### src/rtl/copr_pkg.sv
// Shared types for the coprocessor datapath front end.
// Holds the front-end FSM encoding and the skid buffer depth.
package copr_pkg;

    typedef enum logic [1:0] {
        FE_IDLE = 2'd0,
        FE_RUN  = 2'd1,
        FE_FIN  = 2'd2
    } fe_state_e;

    localparam int FE_BUF_DEPTH = 2;

endpackage

### src/rtl/copr_front_end_if.sv
// Word stream from the front end to the actor network.
// A word moves when send and rdy are both high.
interface copr_front_end_if #(
    parameter int SIZEDATA = 32
);
    logic [SIZEDATA-1:0] data;
    logic                send;
    logic                rdy;

    modport master (output data, output send, input rdy);
    modport slave  (input data, input send, output rdy);
endinterface

### src/rtl/copr_skid_fifo.sv
// Two-entry FIFO absorbing read data while the stream is stalled.
// Flushed by reset or clear.
module copr_skid_fifo
    import copr_pkg::*;
#(
    parameter int SIZEDATA = 32
) (
    input  logic                clk,
    input  logic                reset,
    input  logic                clear,
    input  logic                push,
    input  logic                pop,
    input  logic [SIZEDATA-1:0] din,
    output logic [SIZEDATA-1:0] dout,
    output logic [1:0]          fill,
    output logic                full,
    output logic                empty
);

    logic [SIZEDATA-1:0] mem [FE_BUF_DEPTH];
    logic                wp;
    logic                rp;

    assign dout  = mem[rp];
    assign full  = (fill == 2'd2);
    assign empty = (fill == 2'd0);

    always_ff @(posedge clk) begin
        if (reset || clear) begin
            wp   <= 1'b0;
            rp   <= 1'b0;
            fill <= 2'd0;
        end else begin
            if (push) begin
                mem[wp] <= din;
                wp      <= ~wp;
            end
            if (pop) begin
                rp <= ~rp;
            end
            unique case ({push, pop})
                2'b10:   fill <= fill + 2'd1;
                2'b01:   fill <= fill - 2'd1;
                default: fill <= fill;
            endcase
        end
    end

    a_no_overflow: assert property (
        @(posedge clk) disable iff (reset || clear)
        !(push && full && !pop)
    );

    a_no_underflow: assert property (
        @(posedge clk) disable iff (reset || clear)
        !(pop && empty)
    );

endmodule

### src/rtl/copr_front_end.sv
// Coprocessor input stage: streams SIZE words of local memory from BASE.
// COPR_FE_STRIDE_EN adds a stride port that sets the address step.
module copr_front_end
    import copr_pkg::*;
#(
    parameter int SIZEDATA  = 32,
    parameter int SIZEADDR  = 12,
    parameter int SIZECOUNT = 16
) (
    input  logic                 clk,
    input  logic                 reset,
    input  logic                 start,
    input  logic                 clear,
    input  logic [SIZEADDR-1:0]  base_addr,
    input  logic [SIZECOUNT-1:0] size,
`ifdef COPR_FE_STRIDE_EN
    input  logic [SIZEADDR-1:0]  stride,
`endif
    output logic                 mem_en,
    output logic [SIZEADDR-1:0]  mem_addr,
    input  logic [SIZEDATA-1:0]  mem_data,
    copr_front_end_if.master     out,
    output logic                 busy,
    output logic                 done
);

    fe_state_e state, state_n;

    logic [SIZEADDR-1:0]  addr;
    logic [SIZEADDR-1:0]  step;
    logic [SIZECOUNT-1:0] size_q;
    logic [SIZECOUNT-1:0] issued;
    logic [SIZECOUNT-1:0] accepted;
    logic                 rd_valid;
    logic [1:0]           fill;
    logic                 fifo_full;
    logic                 fifo_empty;
    logic [SIZEDATA-1:0]  fifo_dout;
    logic                 take;
    logic                 xfer;
    logic                 push;
    logic                 pop;
    logic                 last;

`ifndef COPR_FE_STRIDE_EN
    assign step = SIZEADDR'(1);
`endif

    assign take = start && (state == FE_IDLE);

    // Credit: buffered words plus reads in flight never exceed the buffer.
    assign mem_en = (state == FE_RUN)
                 && (issued < size_q)
                 && !fifo_full
                 && ((int'(fill) + int'(rd_valid)) < FE_BUF_DEPTH);
    assign mem_addr = addr;

    // An empty buffer lets fresh read data go straight out.
    assign out.send = !fifo_empty || rd_valid;
    assign out.data = fifo_empty ? mem_data : fifo_dout;

    assign xfer = out.send && out.rdy;
    assign pop  = xfer && !fifo_empty;
    assign push = rd_valid && !(fifo_empty && xfer);
    assign last = xfer && (accepted == size_q - SIZECOUNT'(1));

    assign busy = (state == FE_RUN);
    assign done = (state == FE_FIN);

    copr_skid_fifo #(
        .SIZEDATA (SIZEDATA)
    ) u_fifo (
        .clk   (clk),
        .reset (reset),
        .clear (clear),
        .push  (push),
        .pop   (pop),
        .din   (mem_data),
        .dout  (fifo_dout),
        .fill  (fill),
        .full  (fifo_full),
        .empty (fifo_empty)
    );

    always_comb begin
        state_n = state;
        unique case (state)
            FE_IDLE: begin
                if (start) begin
                    state_n = (size == '0) ? FE_FIN : FE_RUN;
                end
            end
            FE_RUN: begin
                if (last) begin
                    state_n = FE_FIN;
                end
            end
            FE_FIN:  state_n = FE_IDLE;
            default: state_n = FE_IDLE;
        endcase
    end

    always_ff @(posedge clk) begin
        if (reset || clear) begin
            state    <= FE_IDLE;
            addr     <= '0;
            size_q   <= '0;
            issued   <= '0;
            accepted <= '0;
            rd_valid <= 1'b0;
`ifdef COPR_FE_STRIDE_EN
            step     <= '0;
`endif
        end else begin
            state    <= state_n;
            rd_valid <= mem_en;
            if (take) begin
                addr     <= base_addr;
                size_q   <= size;
                issued   <= '0;
                accepted <= '0;
`ifdef COPR_FE_STRIDE_EN
                step     <= stride;
`endif
            end else begin
                if (mem_en) begin
                    addr   <= addr + step;
                    issued <= issued + SIZECOUNT'(1);
                end
                if (xfer) begin
                    accepted <= accepted + SIZECOUNT'(1);
                end
            end
        end
    end

endmodule
### src/flat_wrapper.sv
// flat-port wrapper written by rule: the top's interface ports become plain ports
module copr_front_end_flat import copr_pkg::*;
#(
    parameter int SIZEDATA  = 32,
    parameter int SIZEADDR  = 12,
    parameter int SIZECOUNT = 16
)
  (clk, reset, start, clear, base_addr, size, mem_en, mem_addr, mem_data, busy, done, out_data, out_send, out_rdy);
  copr_front_end_if #(.SIZEDATA(SIZEDATA)) out_i ();
  input  logic clk;
  input  logic reset;
  input  logic start;
  input  logic clear;
  input  logic [SIZEADDR-1:0] base_addr;
  input  logic [SIZECOUNT-1:0] size;
  output logic mem_en;
  output logic [SIZEADDR-1:0] mem_addr;
  input  logic [SIZEDATA-1:0] mem_data;
  output logic busy;
  output logic done;
  output wire logic [$bits(out_i.data)-1:0] out_data;
  output wire logic [$bits(out_i.send)-1:0] out_send;
  input wire logic [$bits(out_i.rdy)-1:0] out_rdy;
  assign out_data = out_i.data;
  assign out_send = out_i.send;
  assign out_i.rdy = out_rdy;
  copr_front_end #(.SIZEDATA(SIZEDATA), .SIZEADDR(SIZEADDR), .SIZECOUNT(SIZECOUNT)) u_core (.clk(clk), .reset(reset), .start(start), .clear(clear), .base_addr(base_addr), .size(size), .mem_en(mem_en), .mem_addr(mem_addr), .mem_data(mem_data), .out(out_i), .busy(busy), .done(done));
endmodule
### config.mk
export PLATFORM = sky130hd
export DESIGN_NAME = copr_front_end_flat
export DESIGN_NICKNAME = d
export VERILOG_FILES = /design/src/rtl/copr_pkg.sv /design/src/rtl/copr_front_end_if.sv /design/src/rtl/copr_skid_fifo.sv /design/src/rtl/copr_front_end.sv /design/src/flat_wrapper.sv
export SDC_FILE = /design/constraint.sdc
export NUM_CORES = 1
export LEC_CHECK = 0
export ABC_AREA = 0
export CAP_MARGIN = 0
export CORE_MARGIN = 3
export CORE_UTILIZATION = 53
export DETAILED_ROUTE_END_ITERATION = 8
export PLACE_DENSITY = 0.8
export SLEW_MARGIN = 20
export SYNTH_ARGS = -nofsm -noshare
export SYNTH_HDL_FRONTEND = slang
export SYNTH_SLANG_ARGS = --single-unit
### constraint.sdc
create_clock -name clk -period 4.55 [get_ports clk]
set_clock_uncertainty 0.05 [all_clocks]
set_input_delay 0.455 -clock clk [delete_from_list [all_inputs] [get_ports clk]]
set_output_delay 0.455 -clock clk [all_outputs]
set_load 0.01 [all_outputs]
* After elaboration in Yosys (flattened, before gate mapping)
Memories as Yosys holds them, arrays and structs flattened. A register that Yosys moved wholly into a read port is not among the register bits. Index checks and enable logic that the tools add are counted. Widths: inputs -> output; s select.
Operators by class: $lt $le $gt $ge 2, equal/unequal tests 8, $mul 0, multiplexer cells 13, $add $sub $neg 7, shifts and indexed selects 0, div/mod/pow operators 0, reduce and logical (&&, ||, !) cells 21, bitwise gates (word level) 2
Operators by type and width (count):
- $add 16x1->16 const B | 2
- $lt 32x3->1 const B | 1
- $mux 32 | 1
- $mux 12 | 2
- $eq 16x16->1 | 1
- $logic_not 16->1 | 1
- $lt 16x16->1 | 1
- $sub 16x1->16 const B | 1
- $add 12x1->12 const B | 1
- $logic_and 1x1->1 | 9
- $pmux 2 s2 | 2
- $eq 2x2->1 const B | 3
- $mux 2 | 3
- $mux 1 | 5
- $eq 2x1->1 const B | 2
- $logic_not 2->1 | 2
- $reduce_bool 2->1 | 2
- $add 2x1->3 | 1
- $logic_not 1->1 | 3
- $add 2x1->2 const B | 1
- $logic_or 1x1->1 | 2
- $ne 2x1->1 const B | 1
- $ne 2x2->1 const B | 1
- $not 1->1 | 2
- other kinds (3) | 3
Word-level totals: logic and storage cells 63, ROM bits 0, flip-flop bits (word level) 67, memory bits (writable) 64, memories kept 1, input bits 65, bits in latches 0, output and inout port bits 48
Memory list:
- u_core.u_fifo.mem | words 2, width 32, read ports 1, clocked after memory_dff 1, wr ports 1, line copr_skid_fifo.sv:20 | logic [SIZEDATA-1:0] mem [FE_BUF_DEPTH];

* Depth between registers and ports, before layout
Gate-level depths: netlist of run 1.
depth in word-level cells 10, depth in mapped cells 11, mapped depth without buffers 9

* Cells and area by module
A second synthesis of run 1 with hierarchy kept.
Second synthesis, totals: cell total of the unflattened synthesis 617, area total of the unflattened synthesis 6572.6 um^2
Modules (own cells, without submodules):
- copr_front_end | instances 1, sequential area each 1261.2 um^2, area each 4045.1 um^2, cells each 494
- copr_skid_fifo | instances 1, sequential area each 2021.9 um^2, area each 2527.4 um^2, cells each 123

* Least setup slack after synthesis of run 1
OpenSTA, ideal clock, no wires.
path kind input to register, start input port clear, end memory u_core.u_fifo.mem[0][0], enable pin, setup time 461 ps, cell stages on the path 3, arrival 3168 ps, path slack 871 ps, data required time 4039 ps, cells stage by stage or2_2 > clkbuf_1 > nor3_1
On the way: word-level cells in the longest chain between the ends 3
RTL lines:
- start: declaration | line flat_wrapper.sv:13 | input logic clear;
- $logic_or 1x1->1 | line copr_skid_fifo.sv:29 | if (reset || clear) begin
- $mux 1 | line copr_skid_fifo.sv:29
- $mux 1 (not written as such) | line copr_skid_fifo.sv:35 | mem[wp] <= din;
- end: declaration | line copr_skid_fifo.sv:20
No other way between the ends.

* Worst setup path after layout of run 1
start register u_core.size_q[5], end output port mem_en
On the way: word-level cells in the longest chain between the ends 4
RTL lines:
- start: declaration | line copr_front_end.sv:31 | logic [SIZECOUNT-1:0] size_q;
- start signal: assignment | line copr_front_end.sv:119 | size_q <= size;
- $lt 16x16->1 | line copr_front_end.sv:53 | && (issued < size_q)
- $logic_and 1x1->1 | line copr_front_end.sv:53
- $logic_and 1x1->1 | line copr_front_end.sv:54 | && !fifo_full
- $logic_and 1x1->1 | line copr_front_end.sv:55 | && ((int'(fill) + int'(rd_valid)) < FE_BUF_DEPTH);
- end: declaration | line flat_wrapper.sv:16 | output logic mem_en;
No other way between the ends.

==> flow_summary_export.csv, run 1 <==
group,metric,value,unit
placement,gp_congestion,0.929,
yosys,synth_edf_count,64,
clock_tree,cts_resized,0,
route,wl_met2,7.65,mm
critical_path,crit_buf_inv,3,
timing,hold_violations,0,
timing,slew_headroom,0.321,
die,start_util,0.558,
route,avgRoutedWirePerCell,17.1,um
critical_path,start_kind,"register",
die,die_x,117,um
grt,grt_pass1_wl,25.2,mm
route,drt-total-wl,16.3,mm
critical_path,crit_top_cell,"inv_1",
yosys,syn_area_per_cell,9.74,sq um
critical_path,worstPathCellList,"inv_1 -> ha_1 -> a21oi_1 -> nor2_1 -> a2111oi_0 -> o31a_1 -> o21ai_2 -> inv_1 -> clkdlybuf4s50_1",
critical_path,r2r_cells,9,
final_layout,multi_input_area,0.00307,sq mm
final_layout,seqCellArea,0.00328,sq mm
yosys,synth_compound_area_frac,0.124,
worst_hold_path,hold_class,"register to register",
critical_path,max_stage_delay,530,ps
yosys,ys_seq_area_frac,0.501,
yosys,synthFlopType,"dfxtp_1",
timing,finalSetupTns,0,ps
yosys,synth_xor_area_frac,0.0641,
yosys,synth.cell_area,0.00656,sq mm
clock_tree,post_cts_buffers,0,
yosys,synthMuxAreaShare,0.0550,
power_and_ir_drop,power_frac_comb,0.093,
placement,post_dp_cell_area,0.00780,sq mm
yosys,synthAdderAreaFrac,0.0382,
timing,min_period,3880,ps
grt,grt_pass1_vias,5176,
clock_tree,hold_buffers,0,
die,io_pins,113,
yosys,async_reset_ff_frac,0,
power_and_ir_drop,pwr-share-seq,0.433,
timing,worstMarginPinSlew,1020,ps
clock_tree,cts_buffers,17,
critical_path,path_max_fanout,17,
route,drtAntennaViolNets,0,
worst_hold_path,holdPathStages,2,
critical_path,r2r-start,"u_core.size_q[5]",
timing,min_period_over_period,0.852,
final_layout,fillCellCount,859,
worst_hold_path,min-delay-start,"u_core.size_q[15]",
yosys,ys_ff_latch,132,
critical_path,path_class,"register to output pin",
yosys,syn_inst,673,
route,met3_length,1.15,mm
route,drt_iter0_markers,560,
clock_tree,cts_tree,"built",
final_layout,post-route-cell-area,0.00841,sq mm
die,std_cell_rows,39,
placement,dp_hpwl,11.4,mm
power_and_ir_drop,p_per_area,348,mW/mm^2
final_layout,final_layout_size_suffix_gt1_frac,0.0673,
critical_path,crit_path_top_delay_cell,"clkdlybuf4s50_1",
final_layout,antenna_cells,0,
clock_tree,cts_sinks,132,
route,drcViolationCount,0,
route,wl_met1,7.23,mm
power_and_ir_drop,clkPwrFrac,0.474,
critical_path,cp_top_family,"compound AO/OA/AOI/OAI gates",
job,maxCapViolCount,0,
route,via_per_inst,5.73,
critical_path,required,4050,ps
grt,antenna_found_initial,0,
yosys,synth_warnings,0,
power_and_ir_drop,internal_power,2.26,mW
yosys,syn-num-nets,758,
clock_tree,cts-htree-levels,4,
run_status,status,"finished clean",
die,dieArea,0.0137,sq mm
timing,setup_viol,0,
critical_path,cp.arrival,3370,ps
power_and_ir_drop,p_leak,2.93,nW
route,drt_pre_antenna_iters,7,
grt,grt_overflow,0,
placement,io_buffers,112,
clock_tree,path_clk_slew,60,ps
yosys,synth_top_family_by_area,"simple AND/OR/NAND/NOR gates",
timing,maxSlewViolCount,0,
power_and_ir_drop,switchingPower,0.669,mW
die,die_height,117,um
clock_tree,cts_root_buffer,"clkbuf_16",
timing,timing.fmax,258,MHz
final_layout,nets,860,
yosys,synthSimpleGateAreaFrac,0.183,
final_layout,area_growth,28.2,%
power_and_ir_drop,peakVddDrop,209,uV
grt,grt_use_total,0.233,
die,core,0.0118,sq mm
route,vias,5455,
timing,rsz0062_at_grt,"false",
power_and_ir_drop,swShare,0.228,
critical_path,cp.depth,9,
critical_path,end_kind,"output pin",
critical_path,startpoint,"u_core.size_q[5]",
yosys,ys_types,52,
clock_tree,clock_path_buffers,2,
route,top_layer,"met4",
grt,grt_max_degree,43,
clock_tree,insertion_delay,410,ps
[routing by layer]
layer  up-vias  GRT usage
met3        21     0.0566
met5         -          0
li1       2628          -
met1      2594      0.310
met4         0     0.0550
met2       212      0.385
[registers in the layout, summed over array words and instances, names as in the netlist, named ones only]
signal and flops:
u_core.u_fifo.mem 64, u_core.accepted 16, u_core.issued 16, u_core.size_q 16, u_core.mem_addr 12, u_core.state 2, u_core.u_fifo.fill 2, u_core.rd_valid 1
u_core.u_fifo.rp 1, u_core.u_fifo.wp 1
[power by group through the flow]
stage	Combinational (mW)	Clock, mW	Sequential (mW)
after global routing	0.294	1.46	1.27
after global placement	0.261	0	1.29
after CTS	0.269	1.40	1.27
final	0.271	1.39	1.27
after floorplan	0.128	0	1.29
after detailed placement	0.266	0	1.29
[synth_stat cells (3+ instances only)]
library cell / n / area [sq um]
xnor2_1: 20 / 175
or3_1: 12 / 75.1
and4_1: 5 / 43.8
inv_1: 22 / 82.6
nand2_1: 69 / 259
or2_2: 3 / 18.8
o211ai_1: 9 / 67.6
nor4_1: 6 / 37.5
or4_1: 10 / 75.1
mux2i_1: 36 / 360
nor2_1: 70 / 263
buf_2: 4 / 20.0
nand4_1: 6 / 37.5
o21ai_0: 28 / 140
o31ai_1: 7 / 52.6
clkbuf_1: 26 / 97.6
nor3_1: 8 / 40.0
nor2b_1: 3 / 18.8
a211oi_1: 3 / 22.5
edfxtp_1: 64 / 1920
o31a_1: 3 / 26.3
and3_1: 12 / 75.1
dfxtp_1: 68 / 1360
a21oi_1: 73 / 365
xor2_1: 28 / 245
o2111ai_1: 4 / 35.0
ha_1: 20 / 250
and2_1: 3 / 18.8
nand3_1: 20 / 100
a21o_1: 3 / 22.5
[worst register-to-register path, cell delays in order (launching register included)]
cell and delay [ps]:
dfxtp_1 480, inv_1 80, ha_1 300, a21oi_1 190, nor2_1 80, a2111oi_0 380
o31a_1 490, o211ai_1 360, or4_1 560, a21oi_1 150
[cell type report]
class,instances,area share
clock inverter,14,0.0208
sequential,132,0.391
clock buffer,18,0.0510
timing repair buffer,117,0.138
inverter,22,0.00982
multi-input combinational,485,0.365
tap,164,0.0244
[placed cells by master (no fill, tap or decap), types with 3 or more instances in the layout]
master	Yosys	final
a211oi_1	3	3
a21o_1	3	3
a21oi_1	73	73
and2_1	3	3
and3_1	12	12
and4_1	5	5
buf_4	1	5
bufinv_16	0	3
clkbuf_16	0	17
clkdlybuf4s50_1	0	112
clkinvlp_4	0	3
dfxtp_1	68	67
edfxtp_1	64	64
ha_1	20	20
inv_1	22	22
inv_6	0	5
mux2i_1	36	36
nand2_1	69	69
nand3_1	20	20
nand4_1	6	6
nor2_1	70	70
nor2b_1	3	3
nor3_1	8	6
nor3_2	1	3
nor4_1	6	6
o2111ai_1	4	4
o211ai_1	9	9
o21ai_0	28	28
o31a_1	3	3
o31ai_1	7	7
or2_2	3	3
or3_1	12	12
or4_1	10	10
xnor2_1	20	20
xor2_1	28	28
[logic make-up after synthesis]
logic type | after synthesis
XOR/XNOR | 48
multiplexers | 36
AO/OA/AOI/OAI | 139
adder cells (fa/ha/maj) | 20
buffers and inverters | 56
AND/OR/NAND/NOR | 242
flip-flops | 132
[path summary, 6_finish.rpt]
kind	endpoint	slack, ps
worst max-delay path	mem_en	670
worst min-delay path	u_core.size_q[15]	450
worst max register to register	u_core.issued[15]	1340
worst min register to register	u_core.size_q[15]	450
[through the flow]
stage	total power, mW	hold WS (ps)	setup WS (ps)	cells	util
floorplan	1.42	406	871	673	-
global placement	1.55	428	1160	920	0.663
detailed placement	1.56	434	1020	920	0.663
CTS	2.94	442	538	952	0.715
global route	3.02	472	419	952	0.715
finish	2.93	446	671	952	0.715
Note: power is estimated with default switching activity, not from simulation.
==> run 2, diff against run 1 <==
ABC_CLOCK_PERIOD_IN_PS = 4550   (was default)
==> results of run 2 <==
Final layout, timing and power as in run 1 (identical DEF).
==> run 3, diff against run 2 <==
PLACE_DENSITY = 0.79   (was 0.8)
==> run 3 against run 2 <==
Effect of this change:
- non-clock buffer count is 1 higher
- cell area is 0.13% lower
- flip-flop and latch count unchanged
- routed wire length is 0.93% lower
- sequential share of layout area grew 0.052 points
- worst hold slack got worse by 3.5 ps
- largest cell class unchanged
- highest routed layer unchanged
==> flow_summary_export.csv, run 3 (same netlist as run 1, synthesis figures left out) <==
group,metric,value,unit
clock_tree,post_cts_buffers,0,
grt,grt_use_total,0.243,
timing,finalSetupTns,0,ps
route,vias,5423,
placement,gp_congestion,0.858,
route,drt_iter0_markers,475,
timing,min_period_over_period,0.804,
grt,grt_pass1_vias,5357,
die,std_cell_rows,39,
critical_path,cp.arrival,3150,ps
clock_tree,insertion_delay,410,ps
timing,rsz0062_at_grt,"false",
power_and_ir_drop,p_per_area,346,mW/mm^2
placement,place_ws,1370,ps
route,drt_pre_antenna_iters,5,
route,drtAntennaViolNets,0,
timing,layout_setup_ws,894,ps
clock_tree,cts_buffers,17,
final_layout,final_cell_mix,"clkdlybuf4s50_1, a21oi_1, nor2_1",
final_layout,seqCellArea,0.00328,sq mm
timing,setup_viol,0,
power_and_ir_drop,finalPower,2.90,mW
die,die_height,117,um
grt,antenna_found_initial,0,
route,avgRoutedWirePerCell,16.9,um
final_layout,area_growth,28.0,%
critical_path,path_max_fanout,12,
clock_tree,hold_buffers,0,
final_layout,fin_util,0.714,
worst_hold_path,hold_class,"register to register",
critical_path,path_class,"register to output pin",
grt,grt_pass1_wl,26.1,mm
die,io_pins,113,
power_and_ir_drop,switchingPower,0.655,mW
job,maxCapViolCount,0,
power_and_ir_drop,power_frac_comb,0.094,
final_layout,largest_reg_flops,64,
final_layout,nets,861,
power_and_ir_drop,clkPwrFrac,0.469,
critical_path,start_kind,"register",
grt,grt_overflow,0,
clock_tree,cts_sinks,132,
clock_tree,cts_root_buffer,"clkbuf_16",
timing,maxSlewViolCount,0,
clock_tree,cts_resized,0,
route,drt-total-wl,16.1,mm
power_and_ir_drop,internal_power,2.25,mW
final_layout,multi_input_area,0.00307,sq mm
timing,worstMarginPinSlew,986,ps
final_layout,largest-register,"u_core.u_fifo.mem",
timing,timing.fmax,273,MHz
critical_path,required,4050,ps
die,dieArea,0.0137,sq mm
timing,hold_violations,0,
final_layout,fillCellCount,856,
power_and_ir_drop,swShare,0.226,
clock_tree,path_clk_slew,60,ps
run_status,status,"finished clean",
placement,dp_hpwl,11.3,mm
critical_path,end_kind,"output pin",
final_layout,final_layout_size_suffix_gt1_frac,0.0634,
route,via_per_inst,5.69,
power_and_ir_drop,pwr-share-seq,0.437,
timing,min_period,3660,ps
power_and_ir_drop,peakVddDrop,208,uV
clock_tree,clock_path_buffers,2,
route,drcViolationCount,0,
power_and_ir_drop,p_leak,2.93,nW
die,core,0.0118,sq mm
die,start_util,0.558,
timing,slew_headroom,0.343,
final_layout,antenna_cells,0,
final_layout,layout_commonest_cell,"clkdlybuf4s50_1",
grt,grt_max_degree,59,
placement,io_buffers,112,
clock_tree,cts-htree-levels,4,
die,die_x,117,um
clock_tree,cts_tree,"built",
-- run 3: cell count changes in the layout (fill, tap and decap cells not counted), sizes merged --
cell    change
buf         +1
clkinv      +3
inv         -3
-- run 3: power by group through the flow --
stage          clock network, mW  logic (mW)  registers [mW]
2_1_floorplan                  0       0.128            1.29
3_3_place_gp                   0       0.262            1.29
3_5_place_dp                   0       0.268            1.29
4_1_cts                     1.38       0.271            1.27
5_1_grt                     1.44       0.295            1.27
6_report                    1.36       0.273            1.27
-- run 3: worst paths after layout --
| kind | startpoint | endpoint | slack (ps) | depth (start not counted) |
|---|---|---|---|---|
| max | u_core.size_q[5] | mem_en | 890 | 9 |
| min | u_core.issued[15] | u_core.issued[15] | 440 | 2 |
| max reg2reg | u_core.size_q[5] | u_core.issued[15] | 1340 | 9 |
| min reg2reg | u_core.issued[15] | u_core.issued[15] | 440 | 2 |
-- run 3: critical path: stages (launching register included) --
cell             delay (ps)
dfxtp_1                 480
inv_1                    80
ha_1                    290
a21oi_1                 150
nor2_1                   60
a2111oi_0               370
o31a_1                  550
o21ai_1                 140
inv_1                    80
clkdlybuf4s50_1         530
-- run 3: final cells by class --
cell class | instances | area share
well taps | 164 | 0.0244
flip-flops and latches | 132 | 0.391
multi-input cells | 485 | 0.366
repair buffers | 118 | 0.139
clock buffers | 18 | 0.0511
inverters | 22 | 0.00983
clock inverters | 14 | 0.0191
-- run 3: metrics by stage --
| step | instances | instance area [sq um] | hold WS, ps |
|---|---|---|---|
| after CTS | 953 | 8390 | 442 |
| after global placement | 921 | 7800 | 417 |
| after global routing | 953 | 8400 | 474 |
| after detailed placement | 921 | 7800 | 431 |
| after floorplan | 673 | 6560 | 406 |
| final | 953 | 8400 | 443 |
-- run 3: routing by layer --
layer	track usage	part of all wire	up-vias	routed length [um]
li1	-	-	2634	-
met1	0.316	0.44	2555	7110
met2	0.395	0.47	209	7600
met3	0.0617	0.069	25	1110
met4	0.0841	0.018	0	284
met5	0	0	-	0
